===== config.mk =====
export PLATFORM = sky130hd
export DESIGN_NAME = i2c_slave_regfile_flat
export DESIGN_NICKNAME = d
export VERILOG_FILES = /design/src/rtl/i2c_slave_regfile_if.sv /design/src/rtl/i2c_slave_regfile.sv /design/src/flat_wrapper.sv
export SDC_FILE = /design/constraint.sdc
export NUM_CORES = 1
export LEC_CHECK = 0
export ABC_AREA = 1
export BUFFER_PORTS_ARGS = -buffer_cell sky130_fd_sc_hd__buf_2
export CAP_MARGIN = 0
export CORE_MARGIN = 2
export CORE_UTILIZATION = 30
export CTS_BUF_LIST = sky130_fd_sc_hd__clkbuf_8 sky130_fd_sc_hd__clkbuf_16
export DETAILED_ROUTE_END_ITERATION = 6
export GPL_TIMING_DRIVEN = 0
export PLACE_DENSITY = 0.46
export SLEW_MARGIN = 20
export SYNTH_ARGS = -nofsm -noshare
export SYNTH_HDL_FRONTEND = slang
export SYNTH_SLANG_ARGS = --single-unit

===== constraint.sdc =====
create_clock -name i_clk -period 4 [get_ports i_clk]
set_input_delay 0.4 -clock i_clk [delete_from_list [all_inputs] [get_ports i_clk]]
set_output_delay 0.4 -clock i_clk [all_outputs]
set_load 0.01 [all_outputs]

===== src/rtl/i2c_slave_regfile_if.sv =====
// I2C slave register-file bus bundle: pin-level I2C signals plus the
// host-side register read port and write-notify port.
interface i2c_slave_regfile_if #(
  parameter int PTR_W = 4
);
  logic             i_scl;
  logic             i_sda;
  logic             o_sda_oe;
  logic [PTR_W-1:0] i_rd_addr;
  logic [7:0]       o_rd_data;
  logic             o_wr_valid;
  logic [PTR_W-1:0] o_wr_addr;
  logic [7:0]       o_wr_data;
  logic             o_busy;

  modport slave (
    input  i_scl, i_sda, i_rd_addr,
    output o_sda_oe, o_rd_data, o_wr_valid, o_wr_addr, o_wr_data, o_busy
  );

  modport master (
    output i_scl, i_sda, i_rd_addr,
    input  o_sda_oe, o_rd_data, o_wr_valid, o_wr_addr, o_wr_data, o_busy
  );
endinterface


===== src/rtl/i2c_slave_regfile.sv =====
// I2C slave with a NUM_REGS x 8 register file. Frame: device address,
// register pointer, then data bytes (write) or a repeated START and
// data reads. Pointer auto-increments with wrap; SCL is never stretched.
module i2c_slave_regfile #(
  parameter logic [6:0] SLAVE_ADDR  = 7'h50,
  parameter int         NUM_REGS    = 16,
  parameter logic [7:0] RESET_VALUE = 8'h00
) (
  input  logic               i_clk,
  input  logic               i_rst,
  i2c_slave_regfile_if.slave bus
);
  localparam int               PTR_W      = (NUM_REGS > 1) ? $clog2(NUM_REGS) : 1;
  localparam logic [PTR_W-1:0] LAST_PTR   = PTR_W'(NUM_REGS - 1);
  localparam logic [8:0]       NUM_REGS_9 = 9'(NUM_REGS);

  typedef enum logic [3:0] {
    ST_IDLE      = 4'd0,
    ST_DEV       = 4'd1,
    ST_DEV_ACK   = 4'd2,
    ST_REG       = 4'd3,
    ST_REG_ACK   = 4'd4,
    ST_WR        = 4'd5,
    ST_WR_ACK    = 4'd6,
    ST_RD        = 4'd7,
    ST_RD_ACK    = 4'd8,
    ST_WAIT_STOP = 4'd9
  } state_t;

  logic [1:0]       r_scl_sync;
  logic [1:0]       r_sda_sync;
  logic             r_scl_d;
  logic             r_sda_d;
  state_t           r_state;
  logic [2:0]       r_bit_cnt;
  logic [7:0]       r_shift;
  logic             r_rw;
  logic             r_ack_flag;
  logic [PTR_W-1:0] r_ptr;
  logic [7:0]       r_mem [NUM_REGS];
  logic             r_sda_oe;
  logic             r_wr_valid;
  logic [PTR_W-1:0] r_wr_addr;
  logic [7:0]       r_wr_data;
  logic             r_busy;

  logic             w_scl_s;
  logic             w_sda_s;
  logic             w_scl_rise;
  logic             w_scl_fall;
  logic             w_start;
  logic             w_stop;
  logic [7:0]       w_rx_byte;
  logic             w_rd_in_range;

  // Pointer increment with wrap at the last implemented register.
  function automatic logic [PTR_W-1:0] ptr_inc(input logic [PTR_W-1:0] p);
    if (p == LAST_PTR) begin
      ptr_inc = '0;
    end else begin
      ptr_inc = p + PTR_W'(1);
    end
  endfunction

  assign w_scl_s    = r_scl_sync[1];
  assign w_sda_s    = r_sda_sync[1];
  assign w_scl_rise = w_scl_s & ~r_scl_d;
  assign w_scl_fall = ~w_scl_s & r_scl_d;
  // SCL must be high on both samples so an SCL edge is never mistaken for START/STOP.
  assign w_start    = w_scl_s & r_scl_d & r_sda_d & ~w_sda_s;
  assign w_stop     = w_scl_s & r_scl_d & ~r_sda_d & w_sda_s;
  assign w_rx_byte  = {r_shift[6:0], w_sda_s};

  assign w_rd_in_range  = (32'(bus.i_rd_addr) < NUM_REGS);
  assign bus.o_rd_data  = w_rd_in_range ? r_mem[bus.i_rd_addr] : RESET_VALUE;
  assign bus.o_sda_oe   = r_sda_oe;
  assign bus.o_wr_valid = r_wr_valid;
  assign bus.o_wr_addr  = r_wr_addr;
  assign bus.o_wr_data  = r_wr_data;
  assign bus.o_busy     = r_busy;

  // Two-flop synchronizers for the asynchronous pins plus one history flop for edges.
  always_ff @(posedge i_clk) begin
    if (i_rst) begin
      r_scl_sync <= 2'b11;
      r_sda_sync <= 2'b11;
      r_scl_d    <= 1'b1;
      r_sda_d    <= 1'b1;
    end else begin
      r_scl_sync <= {r_scl_sync[0], bus.i_scl};
      r_sda_sync <= {r_sda_sync[0], bus.i_sda};
      r_scl_d    <= r_scl_sync[1];
      r_sda_d    <= r_sda_sync[1];
    end
  end

  // Protocol FSM, register file and all registered outputs.
  always_ff @(posedge i_clk) begin
    if (i_rst) begin
      r_state    <= ST_IDLE;
      r_bit_cnt  <= 3'd0;
      r_shift    <= 8'h00;
      r_rw       <= 1'b0;
      r_ack_flag <= 1'b0;
      r_ptr      <= '0;
      r_sda_oe   <= 1'b0;
      r_wr_valid <= 1'b0;
      r_wr_addr  <= '0;
      r_wr_data  <= 8'h00;
      r_busy     <= 1'b0;
      for (int i = 0; i < NUM_REGS; i++) begin
        r_mem[i] <= RESET_VALUE;
      end
    end else begin
      r_wr_valid <= 1'b0;
      if (w_stop) begin
        r_state  <= ST_IDLE;
        r_busy   <= 1'b0;
        r_sda_oe <= 1'b0;
      end else if (w_start) begin
        // Fresh or repeated START: pointer is deliberately kept.
        r_state    <= ST_DEV;
        r_bit_cnt  <= 3'd0;
        r_ack_flag <= 1'b0;
        r_busy     <= 1'b0;
        r_sda_oe   <= 1'b0;
      end else begin
        case (r_state)
          ST_IDLE: begin
            r_sda_oe <= 1'b0;
          end
          ST_DEV: begin
            if (w_scl_rise) begin
              r_shift   <= w_rx_byte;
              r_bit_cnt <= r_bit_cnt + 3'd1;
              if (r_bit_cnt == 3'd7) begin
                if (r_shift[6:0] == SLAVE_ADDR) begin
                  r_state    <= ST_DEV_ACK;
                  r_rw       <= w_sda_s;
                  r_busy     <= 1'b1;
                  r_ack_flag <= 1'b0;
                end else begin
                  r_state <= ST_WAIT_STOP;
                end
              end
            end
          end
          ST_DEV_ACK: begin
            // First fall starts the ACK; second fall ends the ACK clock.
            if (w_scl_fall) begin
              if (!r_ack_flag) begin
                r_sda_oe   <= 1'b1;
                r_ack_flag <= 1'b1;
              end else begin
                r_ack_flag <= 1'b0;
                r_bit_cnt  <= 3'd0;
                if (r_rw) begin
                  r_state  <= ST_RD;
                  r_shift  <= r_mem[r_ptr];
                  r_sda_oe <= ~r_mem[r_ptr][7];
                end else begin
                  r_state  <= ST_REG;
                  r_sda_oe <= 1'b0;
                end
              end
            end
          end
          ST_REG: begin
            if (w_scl_rise) begin
              r_shift   <= w_rx_byte;
              r_bit_cnt <= r_bit_cnt + 3'd1;
              if (r_bit_cnt == 3'd7) begin
                if ({1'b0, w_rx_byte} < NUM_REGS_9) begin
                  r_ptr      <= w_rx_byte[PTR_W-1:0];
                  r_state    <= ST_REG_ACK;
                  r_ack_flag <= 1'b0;
                end else begin
                  r_state <= ST_WAIT_STOP;
                  r_busy  <= 1'b0;
                end
              end
            end
          end
          ST_REG_ACK, ST_WR_ACK: begin
            if (w_scl_fall) begin
              if (!r_ack_flag) begin
                r_sda_oe   <= 1'b1;
                r_ack_flag <= 1'b1;
              end else begin
                r_ack_flag <= 1'b0;
                r_bit_cnt  <= 3'd0;
                r_state    <= ST_WR;
                r_sda_oe   <= 1'b0;
              end
            end
          end
          ST_WR: begin
            if (w_scl_rise) begin
              r_shift   <= w_rx_byte;
              r_bit_cnt <= r_bit_cnt + 3'd1;
              if (r_bit_cnt == 3'd7) begin
                r_mem[r_ptr] <= w_rx_byte;
                r_wr_valid   <= 1'b1;
                r_wr_addr    <= r_ptr;
                r_wr_data    <= w_rx_byte;
                r_ptr        <= ptr_inc(r_ptr);
                r_state      <= ST_WR_ACK;
                r_ack_flag   <= 1'b0;
              end
            end
          end
          ST_RD: begin
            // Each fall advances to the next bit; the fall after bit 0 releases SDA.
            if (w_scl_fall) begin
              if (r_bit_cnt == 3'd7) begin
                r_sda_oe   <= 1'b0;
                r_state    <= ST_RD_ACK;
                r_ack_flag <= 1'b0;
              end else begin
                r_shift   <= {r_shift[6:0], 1'b0};
                r_sda_oe  <= ~r_shift[6];
                r_bit_cnt <= r_bit_cnt + 3'd1;
              end
            end
          end
          ST_RD_ACK: begin
            if (w_scl_rise) begin
              r_ptr <= ptr_inc(r_ptr);
              if (w_sda_s) begin
                r_state <= ST_WAIT_STOP;
                r_busy  <= 1'b0;
              end else begin
                r_ack_flag <= 1'b1;
              end
            end else if (w_scl_fall && r_ack_flag) begin
              r_ack_flag <= 1'b0;
              r_bit_cnt  <= 3'd0;
              r_state    <= ST_RD;
              r_shift    <= r_mem[r_ptr];
              r_sda_oe   <= ~r_mem[r_ptr][7];
            end else begin
              r_sda_oe <= 1'b0;
            end
          end
          ST_WAIT_STOP: begin
            r_sda_oe <= 1'b0;
          end
          default: begin
            r_state  <= ST_IDLE;
            r_sda_oe <= 1'b0;
            r_busy   <= 1'b0;
          end
        endcase
      end
    end
  end
endmodule


===== src/flat_wrapper.sv =====
// flat-port wrapper written by rule: the top's interface ports become plain ports
module i2c_slave_regfile_flat 
#(
  parameter logic [6:0] SLAVE_ADDR  = 7'h50,
  parameter int         NUM_REGS    = 16,
  parameter logic [7:0] RESET_VALUE = 8'h00
)
  (i_clk, i_rst, bus_i_scl, bus_i_sda, bus_i_rd_addr, bus_o_sda_oe, bus_o_rd_data, bus_o_wr_valid, bus_o_wr_addr, bus_o_wr_data, bus_o_busy);
  i2c_slave_regfile_if #(.PTR_W(4)) bus_i ();
  input  logic i_clk;
  input  logic i_rst;
  input wire logic [$bits(bus_i.i_scl)-1:0] bus_i_scl;
  input wire logic [$bits(bus_i.i_sda)-1:0] bus_i_sda;
  input wire logic [$bits(bus_i.i_rd_addr)-1:0] bus_i_rd_addr;
  output wire logic [$bits(bus_i.o_sda_oe)-1:0] bus_o_sda_oe;
  output wire logic [$bits(bus_i.o_rd_data)-1:0] bus_o_rd_data;
  output wire logic [$bits(bus_i.o_wr_valid)-1:0] bus_o_wr_valid;
  output wire logic [$bits(bus_i.o_wr_addr)-1:0] bus_o_wr_addr;
  output wire logic [$bits(bus_i.o_wr_data)-1:0] bus_o_wr_data;
  output wire logic [$bits(bus_i.o_busy)-1:0] bus_o_busy;
  assign bus_i.i_scl = bus_i_scl;
  assign bus_i.i_sda = bus_i_sda;
  assign bus_i.i_rd_addr = bus_i_rd_addr;
  assign bus_o_sda_oe = bus_i.o_sda_oe;
  assign bus_o_rd_data = bus_i.o_rd_data;
  assign bus_o_wr_valid = bus_i.o_wr_valid;
  assign bus_o_wr_addr = bus_i.o_wr_addr;
  assign bus_o_wr_data = bus_i.o_wr_data;
  assign bus_o_busy = bus_i.o_busy;
  i2c_slave_regfile #(.SLAVE_ADDR(SLAVE_ADDR), .NUM_REGS(NUM_REGS), .RESET_VALUE(RESET_VALUE)) u_core (.i_clk(i_clk), .i_rst(i_rst), .bus(bus_i));
endmodule

==> results by group, run 1 <==
Status
  – Status: finished, final reports clean

Setup path
  – Startpoint types: input port
  – Reg2Reg Setup Slack: 1380 ps
  – CP required: 3600 ps
  – Critical path type: in2out
  – Critical path arrival: about 2600 ps
  – Worst Path Max Fanout: 10
  – Setup crit end kind: output pin

Routing
  – DR pass1 iterations: 6
  – Via Count: 8,777
  – Post-route ant nets: 0
  – Remaining DRCs: 0
  – Routed vias/inst: ~5.4
  – WL final: 37.5 mm
  – DR iter-0 viols: 1,202
  – Avg WL per Cell: 23.0 um

Timing
  – Max Clk Rate: 0.331 GHz
  – Final hold violations: 0
  – RSZ-0062 raised after global routing: no
  – Max-Slew Margin vs Limit: 0.259
  – Final worst slack: just under 1000 ps
  – Skew final: 16.8 ps
  – Worst-Margin Slew: between 1000 and 1500 ps
  – Setup violations, final: 0
  – Setup_tns: 0 ps
  – Crit share post-route: 0.756
  – Period minus WS final: 3020 ps
  – Final Max Tran Viols: 0

Cells and area
  – Design area: 0.0106 mm2
  – Share of cells above drive strength 1: 0.0845
  – Area grow syn2layout: 13.2%
  – Final design utilization: 0.346
  – Fillers: between 3,000 and 4,000
  – Ant. Diodes: 0
  – Post-route insts no fill: between 1,500 and 2,000
  – Fin nets: 1,232

Logic synthesis
  – EDFF count, synth: 128
  – Ys flop type: edfxtp_1
  – Synth Area in Compound Gates: 0.153
  – Largest family of logic cells by synthesized area: simple AND/OR/NAND/NOR gates
  – Netlist cell types: 35
  – Synth area leaders: edfxtp_1 41%, dfxtp_1 9.6%, nor2_1 8.3%
  – Mean post-synth cell area: 8.00 um2
  – Mux contribution to synthesized area: 0.00854
  – Post-synthesis xor/xnor area fraction: 0.000934
  – Post-synthesis register bit count: around 170
  – Post-Synth Simple-Gate Area: 0.249
  – Share of the synthesized area in the top cell type: 0.410
  – Cell taking the most area after synthesis: edfxtp_1
  – Commonest cells in the netlist: 207 x nor2_1, 189 x nand2_1, 128 x edfxtp_1, 108 x o21ai_0, 103 x a21oi_1
  – Post-synthesis async set-or-reset flop share: 0
  – Mapped Nets: 1,185
  – Synth Warn #: 0
  – Register area share after synthesis: 0.506
  – Mapped Area: 0.00937 mm2
  – Post-synthesis adder-cell area fraction: 0.00801
  – Cell count after synthesis: 1,171
  – Count leader, synth: nor2_1

Placement
  – Placed Area: approximately 0.01 mm2
  – Cells after DPL: 1,595
  – PortBufs: 28
  – Dpl ws: 1140 ps
  – RePlAce Congestion: 0.968
  – Post-DP HPWL: 27.5 mm

Floorplanning
  – Initial Utilization: 0.306
  – Top Ports: 31
  – Die area: ~0.033 mm2
  – Die Span Y: 181 um
  – Row cnt: 64
  – Die width: 181 um
  – CORE AREA: between 0.03 and 0.04 mm2

Pwr
  – Lkg Pwr: 4.16 nW
  – Worst vdd ir: 313 uV
  – Power per Cell Area: approximately 560 mW/mm2
  – Int Pwr: 3.50 mW
  – Switching part of the total: 0.413
  – NetSw: 2.46 mW
  – Comb power frac: 0.342
  – Seq pwr share: 0.362
  – Clk pwr share: 0.296

CTS
  – Setup bufs post-CTS: 0
  – CTS resizes: 0
  – CTS clock-pin slew for the worst setup and hold paths: 70 ps
  – CTS buffer count: 17
  – Root buffer cell: clkbuf_16
  – Max Root-Sink Buffers: 2
  – CTS tree: yes
  – Sink Count: about 170
  – Htree depth: 4
  – Hold-fix buffers, CTS: 0
  – Worst skew pair latency: between 400 and 500 ps

Global routing
  – Largest net degree at the start of global routing: 18
  – Vias in the first global route: 8,056
  – GRT Overall Usage: 0.229
  – Grt ovf: 0
  – Initial antenna violation count: 0
  – First-pass GRT wire length: 54.7 mm

Job
  – Max Cap Violations: 0

Hold path
  – Min-Delay Path Class: in2reg
==> flip-flops by register name (all words and copies together), names as in the netlist, named ones only <==
signal	cells
u_core.bus.o_wr_valid	1
u_core.r_ptr	4
u_core.bus.o_sda_oe	1
u_core.bus.o_wr_data	8
u_core.r_shift	7
u_core.r_sda_d	1
u_core.r_ack_flag	1
u_core.r_bit_cnt	3
u_core.r_sda_sync	2
u_core.bus.o_wr_addr	4
u_core.r_rw	1
u_core.r_state	4
u_core.r_scl_sync	2
u_core.bus.o_busy	1
u_core.r_mem	128
u_core.r_scl_d	1
==> cell families (layout without fill, tap and decap cells) <==
group                    count (synthesis)  count (layout)
AND/OR/NAND/NOR                        540             540
AO/OA/AOI/OAI                          262             262
buffers and inverters                  181             241
flip-flops                             173             173
multiplexers                             8               8
adder cells (fa/ha/maj)                  6               6
XOR/XNOR                                 1               1
==> cell type report <==
class | count | area (um2) | share of cell area
clock inverter | 11 | 91.3 | 0.00861
inverter | 114 | 430 | 0.0406
multi-input combinational | 817 | 3930 | 0.370
buffer | 67 | 267 | 0.0251
tap | 396 | 495 | 0.0467
timing repair buffer | 28 | 140 | 0.0132
clock buffer | 21 | 514 | 0.0484
sequential | 173 | 4740 | 0.447
==> critical path, cell delays in order <==
cell and delay [ps]:
clkbuf_1 390, clkbuf_1 680, o21ai_0 220, a21oi_1 240, o22ai_1 160, o21ai_0 320, buf_2 210
==> path summary, 6_finish.rpt <==
check / start / to / cells after the start
worst max register to register: u_core.r_bit_cnt[0]$_SDFFE_PP0P_ / u_core.r_mem[14][7]$_SDFFCE_PN0P_ / 10
worst min register to register: u_core.r_sda_sync[0]$_SDFF_PP1_ / u_core.r_sda_sync[1]$_SDFF_PP1_ / 1
worst max-delay path: bus_i_rd_addr[1] / bus_o_rd_data[7] / 7
worst min-delay path: bus_i_sda / u_core.r_sda_sync[0]$_SDFF_PP1_ / 2
==> power by group through the flow <==
stage	registers, mW	logic [mW]	clock network, mW
5_1_grt	2.18	2.20	1.84
4_1_cts	2.15	2.00	1.77
6_report	2.16	2.04	1.76
3_5_place_dp	2.19	1.99	0
3_3_place_gp	2.19	2.00	0
2_1_floorplan	2.15	1.25	0
==> cells in the final DEF (no fill, tap or decap), types with 2 or more instances in the layout <==
| cell type | count |
|---|---|
| a21oi_1 | 103 |
| buf_1 | 6 |
| buf_2 | 34 |
| buf_4 | 2 |
| clkbuf_1 | 53 |
| clkbuf_16 | 20 |
| clkinv_1 | 9 |
| dfxtp_1 | 45 |
| edfxtp_1 | 128 |
| ha_1 | 6 |
| inv_1 | 102 |
| inv_2 | 4 |
| inv_4 | 2 |
| inv_6 | 4 |
| inv_8 | 3 |
| mux2i_1 | 8 |
| nand2_1 | 189 |
| nand2_2 | 17 |
| nand3_1 | 100 |
| nand4_1 | 5 |
| nor2_1 | 207 |
| nor2_2 | 2 |
| nor2_4 | 4 |
| nor2_8 | 3 |
| nor3_1 | 4 |
| o211ai_1 | 37 |
| o21ai_0 | 108 |
| o221ai_1 | 6 |
| o22ai_1 | 6 |
| or2_2 | 4 |
==> stage by stage <==
step                power [mW]  hold slack [ps]
floorplan                 3.41              389
global placement          4.19              392
detailed placement        4.19              392
CTS                       5.93              108
global route              6.22              114
finish                    5.95              125
==> routing by layer <==
layer,routed length (um),track usage,up-vias
li1,-,-,4042
met3,3270,0.0520,65
met2,15300,0.314,444
met5,0,0,-
met4,1050,0.0761,0
met1,17900,0.350,4226
Note: power is estimated with default switching activity, not from simulation.
==> inputs of run 2 (changes only) <==
--- a/config.mk
+++ b/config.mk
@@ -13,7 +13,7 @@
 export CTS_BUF_LIST = sky130_fd_sc_hd__clkbuf_8 sky130_fd_sc_hd__clkbuf_16
 export DETAILED_ROUTE_END_ITERATION = 6
 export GPL_TIMING_DRIVEN = 0
-export PLACE_DENSITY = 0.46
+export PLACE_DENSITY = 0.48
 export SLEW_MARGIN = 20
 export SYNTH_ARGS = -nofsm -noshare
 export SYNTH_HDL_FRONTEND = slang
==> constraint.sdc (replaced) <==
create_clock -name i_clk -period 2.5 [get_ports i_clk]
set_input_delay 0.25 -clock i_clk [delete_from_list [all_inputs] [get_ports i_clk]]
set_output_delay 0.25 -clock i_clk [all_outputs]
set_load 0.01 [all_outputs]
==> results by group, run 2 (synthesized netlist as in run 1, its figures left out) <==
Status
  – Status: complete, but fails checks
  – Failing checks: DRC

Cells and area
  – Share of cells above drive strength 1: 0.103
  – Post-route insts no fill: 1,633
  – Area grow syn2layout: 14.2%
  – Fillers: 3,233
  – Most frequent cells in the layout: 207 x nor2_1, 174 x nand2_1, 128 x edfxtp_1, 108 x o21ai_0, 103 x a21oi_1
  – Multi-input gate area: 0.00400 mm2
  – Max reg flops: 128
  – Register bank with the most flops: u_core.r_mem
  – Final design utilization: 0.349
  – Area taken by flip-flops and latches: 0.00474 mm2
  – Most common cell after layout, fill and taps aside: nor2_1
  – Design area: between 0.01 and 0.015 mm2
  – Fin nets: ~1,200

Routing
  – DR pass1 iterations: 7
  – Avg WL per Cell: between 20 and 25 um
  – Met3 wire len: 3.53 mm
  – Top sig layer: met4
  – Met1 wire length: 17.3 mm
  – Routed wire length on met2: 15.5 mm
  – WL final: approximately 37 mm
  – DR iter-0 viols: 1,409
  – Post-route ant nets: 0
  – Remaining DRCs: 1
  – Routed vias/inst: 5.42
  – Via Count: roughly 8,900

Pwr
  – Int Pwr: 5.47 mW
  – Lkg Pwr: 4.17 nW
  – Clk pwr share: 0.285
  – Worst vdd ir: 445 uV
  – Power per Cell Area: 877 mW/mm2
  – Power, Total: 9.39 mW
  – NetSw: 3.92 mW
  – Switching part of the total: 0.418
  – Comb power frac: 0.347
  – Seq pwr share: 0.367

Setup path
  – Critical path arrival: 2180 ps
  – Setup crit end kind: output pin
  – CP required: 2250 ps
  – Top delay family on crit path: buffers and inverters
  – Critical path type: in2out
  – WP buf/inv: 3
  – CP Cell Sequence: clkbuf_1 -> clkbuf_1 -> a21oi_1 -> o21ai_0 -> o21ai_0 -> o211ai_1 -> nand2_1 -> buf_2
  – Startpoint types: input port
  – Slowest CP cell: clkbuf_1
  – Crit-path max cell delay: 620 ps
  – Worst Path Max Fanout: 10

Timing
  – Final worst slack: 72.5 ps
  – RSZ-0062 raised after global routing: no
  – Hold slack: 30.0 ps
  – Final Max Tran Viols: 0
  – Setup_tns: 0 ps
  – Crit share post-route: 0.971
  – Skew final: 27.7 ps
  – Period minus WS final: approximately 2400 ps
  – Worst-Margin Slew: ~1400 ps
  – Max Clk Rate: 0.412 GHz
  – Max-Slew Margin vs Limit: 0.0449
  – Setup violations, final: 0
  – Final hold violations: 0

Global routing
  – GRT Overall Usage: 0.228
  – First-pass GRT wire length: between 50 and 60 mm
  – Largest net degree at the start of global routing: 18
  – Vias in the first global route: slightly above 8,000
  – Initial antenna violation count: 1
  – Grt ovf: 0

CTS
  – Htree depth: 4
  – Worst skew pair latency: 450 ps
  – Max Root-Sink Buffers: 2
  – CTS buffer count: 17
  – Sink Count: around 170
  – CTS clock-pin slew for the worst setup and hold paths: 70 ps
  – CTS tree: yes
  – Root buffer cell: clkbuf_16

Placement
  – Post-DP HPWL: 27.4 mm
  – PortBufs: 28
  – Cells after DPL: 1,595
  – Placed Area: 0.0100 mm2
  – RePlAce Congestion: 1.00
  – Dpl ws: -110 ps

Floorplanning
  – Top Ports: 31
  – CORE AREA: 0.0307 mm2
  – Initial Utilization: 0.306
  – Die width: 181 um
  – Die area: 0.0327 mm2
  – Row cnt: 64
  – Die Span Y: roughly 180 um

Job
  – Max Cap Violations: 0

Hold path
  – Min-Delay Path Class: in2reg
[run 2: cell count changes in the layout (fill, tap and decap cells not counted), moves of 3 or more]
cell       change
buf_4          +3
clkbuf_16      -3
nand2_2        +9
nand2_4        +6
nand2_1       -15
[run 2: cell type report]
class                      instances  area share
buffer                            67      0.0251
timing repair buffer              33      0.0171
clock buffer                      19      0.0423
antenna                            1    0.000234
clock inverter                    13      0.0113
tap                              396      0.0463
sequential                       173       0.443
inverter                         114      0.0402
multi-input combinational        817       0.374
[run 2: layer usage]
layer | vias to the layer above | track usage
li1 | 4061 | -
met1 | 4263 | 0.348
met5 | - | 0
met3 | 53 | 0.0472
met4 | 0 | 0.0710
met2 | 473 | 0.321
[run 2: worst paths after layout]
kind	slack, ps	cells after the start	startpoint	endpoint
max reg2reg	110	8	register	u_core.r_shift[0]$_SDFFE_PP0P_
min reg2reg	410	1	u_core.r_scl_sync[0]$_SDFF_PP1_	u_core.r_scl_sync[1]$_SDFF_PP1_
max	70	8	bus_i_rd_addr[1]	bus_o_rd_data[6]
min	30	2	i_rst	u_core.bus.o_wr_valid$_DFF_P_
[run 2: timing repair]
item / CTS / global route
setup buffers: 0 / 3
hold endpoints to repair: 2 / 0
pin swaps: 0 / 1
hold buffers: 2 / 0
gates resized for setup: 11 / 14
endpoints found under the setup margin: 85 / 132
[run 2: power groups by stage]
stage	clock network [mW]	registers (mW)	logic, mW
floorplan	0	3.45	2.01
global placement	0	3.50	3.20
detailed placement	0	3.50	3.17
CTS	2.70	3.44	3.19
global route	2.83	3.47	3.55
finish	2.68	3.45	3.26
[run 2: worst register-to-register path: cells and delay by family, from the launching register on]
family	cells	cell delay, ps
buf+inv	2	910
simple gates	4	500
compound gates	2	460
flops	1	430
